[src/rtl/adder_gather.sv]
// Serial-to-parallel gather: packs up to num samples into lanes o[0..num-1] for a downstream adder.
// Latency: a frame appears on o one cycle after its completing transfer. Throughput is one sample per cycle.
// Backpressure: ready is low only while rst is high.
module adder_gather #(
    parameter int bits = 8,
    parameter int num  = 16
) (
    input  logic                          clk,
    input  logic                          rst,
    input  logic                          valid,
    input  logic [bits-1:0]               i,
    input  logic                          last,
    output logic                          ready,
    output logic [num-1:0][bits-1:0]      o,
    output logic                          valid_out,
    output logic [$clog2(num+1)-1:0]      count_out
);
    localparam int IW = $clog2(num);
    localparam int CW = $clog2(num+1);

    typedef enum logic {IDLE = 1'b0, FILL = 1'b1} state_t;

    state_t                   state_q, state_d;
    logic [IW-1:0]            idx_q, idx_d;
    logic [num-1:0][bits-1:0] buf_q, buf_d;
    logic [num-1:0][bits-1:0] o_q, o_d;
    logic                     vout_q, vout_d;
    logic [CW-1:0]            cnt_q, cnt_d;
    logic                     done;

    assign ready = ~rst;

    always_comb begin
        state_d = state_q;
        idx_d   = idx_q;
        buf_d   = buf_q;
        o_d     = o_q;
        vout_d  = 1'b0;
        cnt_d   = cnt_q;
        done    = 1'b0;
        if (valid && ready) begin
            done = last || (idx_q == IW'(num - 1));
            if (done) begin
                // Buffer lanes past idx_q are already zero, so unwritten lanes read as 0.
                o_d        = buf_q;
                o_d[idx_q] = i;
                buf_d      = '0;
                idx_d      = '0;
                vout_d     = 1'b1;
                cnt_d      = CW'(idx_q) + CW'(1);
                state_d    = IDLE;
            end else begin
                buf_d[idx_q] = i;
                idx_d        = idx_q + IW'(1);
                state_d      = FILL;
            end
        end
    end

    always_ff @(posedge clk) begin
        if (rst) begin
            state_q <= IDLE;
            idx_q   <= '0;
            buf_q   <= '0;
            o_q     <= '0;
            vout_q  <= 1'b0;
            cnt_q   <= '0;
        end else begin
            state_q <= state_d;
            idx_q   <= idx_d;
            buf_q   <= buf_d;
            o_q     <= o_d;
            vout_q  <= vout_d;
            cnt_q   <= cnt_d;
        end
    end

    // Outputs read as zero for the whole time rst is high, including its first cycle.
    assign o         = rst ? '0 : o_q;
    assign valid_out = vout_q & ~rst;
    assign count_out = rst ? '0 : cnt_q;
endmodule

[config.mk]
export PLATFORM = sky130hd
export DESIGN_NAME = adder_gather
export DESIGN_NICKNAME = d
export VERILOG_FILES = /design/src/rtl/adder_gather.sv
export SDC_FILE = /design/constraint.sdc
export NUM_CORES = 1
export LEC_CHECK = 0
export CAP_MARGIN = 20
export CELL_PAD_IN_SITES_DETAIL_PLACEMENT = 0
export CELL_PAD_IN_SITES_GLOBAL_PLACEMENT = 2
export CORE_ASPECT_RATIO = 1.4
export CORE_MARGIN = 4
export CORE_UTILIZATION = 36
export DETAILED_ROUTE_END_ITERATION = 10
export GPL_TIMING_DRIVEN = 1
export HOLD_SLACK_MARGIN = 0.12
export PLACE_DENSITY_LB_ADDON = 0.08
export SLEW_MARGIN = 0
export SYNTH_ARGS = -nofsm -noshare
export SYNTH_HDL_FRONTEND = slang
export SYNTH_SLANG_ARGS = --single-unit
[constraint.sdc]
create_clock -name clk -period 2.9 [get_ports clk]
set_clock_uncertainty 0.1 [all_clocks]
set_input_delay 0.87 -clock clk [delete_from_list [all_inputs] [get_ports clk]]
set_output_delay 0.87 -clock clk [all_outputs]
set_load 0.005 [all_outputs]
# Word-level counts from Yosys, hierarchy flattened
# Index checks and enable logic that the tools add are counted.
[op_classes]
n_reduce_logical = 5
addsub = 2
muxes = 8
n_eq_ne = 1
order_cmp = 2
n_bitwise = 3
[op_table]
columns = ["op", "count"]
rows = [
  ["$mux 128", 2],
  ["$bwmux 128", 1],
  ["$demux 8 s4", 1],
  ["$mux 8", 1],
  ["$add 4x1->5 const B", 1],
  ["$lt 4x5->1 const B", 1],
  ["$mux 5", 1],
  ["$add 4x1->4 const B", 1],
  ["$eq 4x4->1 const B", 1],
  ["$ge 4x1->1 const B", 1],
  ["$mux 4", 1],
  ["$logic_and 1x1->1", 2],
  ["$not 1->1", 2],
  ["$reduce_and 2->1", 1],
  ["$reduce_or 2->1", 1],
  ["$and 1x1->1", 1],
  ["$logic_or 1x1->1", 1],
  ["$mux 1", 1],
]
[word_totals]
input_bits = 12
reg_bits = 266
elab_cells = 56
out_inout_bits = 135

# Longest topological paths before layout
[depth]
ltp_word = 6
depth_mapped = 7
depth_no_buf = 5

# Least setup slack after synthesis
# Ideal clock, no wire load.
[synth_path]
kind = "input port to output port"
start = "input rst"
end = "output o[116] in the netlist's numbering"
path_buffers = 3
t_required_ns = 1.930
stages = 6
path_slack_ns = 0.118
arrival_time_ns = 1.812
path_cell_list = "buf_2 -> buf_1 -> inv_2 -> clkbuf_1 -> nand2_1 -> inv_1"
[synth_lines]
columns = ["element", "line_no", "rtl"]
rows = [
  ["from (decl)", "9", "input logic rst,"],
  ["to (decl)", "14", "output logic [num-1:0][bits-1:0] o,"],
]

==> summary.md <==
| Metric | Value |
|---|---|
| Yosys top cell by area | dfxtp_1 |
| Gr ovfl total | 0 |
| CTS tree | built |
| Multi-input gate area | 5770 µm² |
| DR iter-0 viols | 464 |
| Place WS | -0.159 ns |
| Yosys top cell area share | 0.453 |
| Sequential-to-total area share from yosys stat | 0.453 |
| Synth cell count leaders | dfxtp_1 (266), mux2_2 (208), inv_1 (111) |
| Core footprint | 32300 µm² |
| Fin crit period | 2.89 ns |
| Post-synthesis instance area | 11700 µm² |
| Startpoint Class | input port |
| Hpwl dp | 21.8 mm |
| Routed len/inst | 18.9 µm |
| Most used DFF post-synth | dfxtp_1 |
| Post-Syn Nets | 1179 |
| Final WS setup | 0.00955 ns |
| Cells after Synth | 1159 |
| Num CTS Buffers | 28 |
| Async set or reset register ratio after synthesis | 0 |
| Syn avg cell area | 10.1 µm² |
| CP required | 1.93 ns |
| Setup tns final | 0 ns |
| Largest net degree at the start of global routing | 42 |
| IO Pins | 147 |
| GRT Total Usage | 0.188 |
| Pwr Total | 0.00789 W |
| Vias in the first global route | 8913 |
| Netlist cell types | 46 |
| Std cell rows | 78 |
| Area growth syn-to-layout | 34.2% |
| Clock sinks | 266 |
| Status | finished, final reports clean |
| Port-buffer cells | 146 |
| Clock root buffer master | clkbuf_16 |
| Top-count cell post-synth | dfxtp_1 |
| Flops & latches, synth | 266 |
| Post-route antenna net violation count | 0 |
| Slew Limit Fails | 0 |
| RSZ-0062 raised after global routing | true |
| Period utilisation layout | 0.997 |
| Clk pin slew, worst setup/hold paths | 0.07 ns |
| Die area | 35600 µm² |
| Top cells by area, synth | dfxtp_1 (45%), mux2_2 (20%), nor2b_1 (5.8%) |
| Leakage | 6.37 nW |
| Grt met2 use | 0.330 |
| EDFF count, synth | 0 |
| Clk buf depth | 3 |
| H-tree depth | 1 |
| # setup viols final | 0 |
| Register area | 5330 µm² |
| Via count | 8907 |
| Hold Slack | 0.343 ns |
| Synth warn | 0 |
| CP max FO | 24 |
| Layout fillers | 3060 |
| Hold Buf Count CTS | 0 |
| Min-Delay Path Class | reg -> reg |
| Max-cap violation count | 0 |
| Share of cells above drive strength 1 | 0.342 |
| Hold Vio Cnt, Final | 0 |
| Worst-Skew Late Latency | 0.56 ns |
| Final Core Density | 0.488 |
| Busiest grt layer | met2 |
| Grt met3 use | 0.0260 |
| Via-to-Cell Ratio | 4.86 |
| Max VDD drop | 0.000426 V |
| DRT Pass-1 Iters | 4 |
| Die Wd | 161 µm |
| Fmax | 0.346 GHz |
| Die height | 222 µm |
| Final GP Congestion | 0.762 |
| Worst Tran Pin Value | 0.794 ns |
| Initial antenna violation count | 0 |
| Final WL | 34.7 mm |
| Power Density | 501 nW/µm² |
| Layout Nets | 1393 |
| Max transition margin | 0.470 |
| Antenna cell count | 0 |
| Arrival @ worst endpoint | 1.92 ns |
| Grt met1 use | 0.245 |
| Global-route wire length before repair | 53.7 mm |
| Initial Util | 0.364 |
| Crit end category | primary output |
| Drt drc | 0 |
| Crit Path Category | in -> out |
## state kept, by name, summed over array words and instances, names as in the netlist
| signal | count |
|---|---|
| buf_q | 128 |
| vout_q | 1 |
| idx_q | 4 |
| o_q | 128 |
| cnt_q | 5 |
## kinds of logic (layout without fill, tap and decap cells)
logic type | count (synthesis) | count (layout) | share of synthesized area
flops | 266 | 266 | 0.453
mux | 261 | 261 | 0.245
simple gates | 255 | 255 | 0.129
buf+inv | 202 | 436 | 0.0703
compound gates | 165 | 165 | 0.0923
fa+ha+maj | 8 | 8 | 0.00852
xor+xnor | 2 | 2 | 0.00149
## placed cells by master (no fill, tap or decap), types with 4 or more instances in the layout
cell,n
nand4_1,31
nand2_1,65
dfxtp_1,266
o311ai_0,8
clkdlybuf4s50_1,122
o21ai_0,33
nand2_2,7
mux2_2,208
clkinv_2,7
clkbuf_8,5
nor3b_2,4
nor2b_2,59
inv_1,111
dlygate4sd2_1,15
ha_1,8
and3_1,4
a21oi_1,17
buf_12,20
a31oi_1,6
clkbuf_1,4
nand3b_2,5
buf_4,106
dlymetal6s2s_1,8
clkbuf_16,30
mux2i_1,53
o211ai_1,4
a22o_1,8
o22ai_1,79
nand3_1,11
nor2b_1,47
## final timing paths
kind | startpoint | end | cells after the start | slack [ns]
min | buf_q[127] | buf_q[127] | 2 | 0.34
max reg2reg | idx_q[0] | buf_q[19] | 5 | 0.58
min reg2reg | buf_q[127] | buf_q[127] | 2 | 0.34
max | rst | o[84] | 4 | 0.01
## per-layer routing
layer / part of all wire / wire, µm
met2: 0.50 / 17300
met4: 0.018 / 621
met5: 0 / 0
met3: 0.035 / 1210
met1: 0.45 / 15600
## power by group
| group | internal, W | switching [W] |
|---|---|---|
| Combinational | 0.000194 | 0.000286 |
| Sequential | 0.00367 | 0.00000583 |
| Clock | 0.00222 | 0.00152 |
## cell type report
class | count | area share
tap | 440 | 0.0349
clock buffer | 38 | 0.0514
sequential | 266 | 0.338
multi-input combinational | 691 | 0.366
inverter | 112 | 0.0275
timing repair buffer | 274 | 0.173
clock inverter | 12 | 0.00897
## per-stage QoR
| step | std cells | area (µm²) |
|---|---|---|
| after detailed placement | 1778 | 14500 |
| after global routing | 1833 | 15800 |
| after global placement | 1778 | 14500 |
| after CTS | 1830 | 15600 |
| after floorplan | 1159 | 11700 |
| final | 1833 | 15800 |
## timing repair
| item | CTS | global route |
|---|---|---|
| gates cloned | 2 | 1 |
| buffers inserted | 0 | 2 |
| setup endpoints to repair | 123 | 81 |
| resized for setup | 64 | 33 |
## worst max-delay path: stages
cell and delay, ns:
buf_12 0.14, buf_12 0.17, nor2b_1 0.18, clkdlybuf4s50_1 0.53
Note: power is estimated with default switching activity, not from simulation.
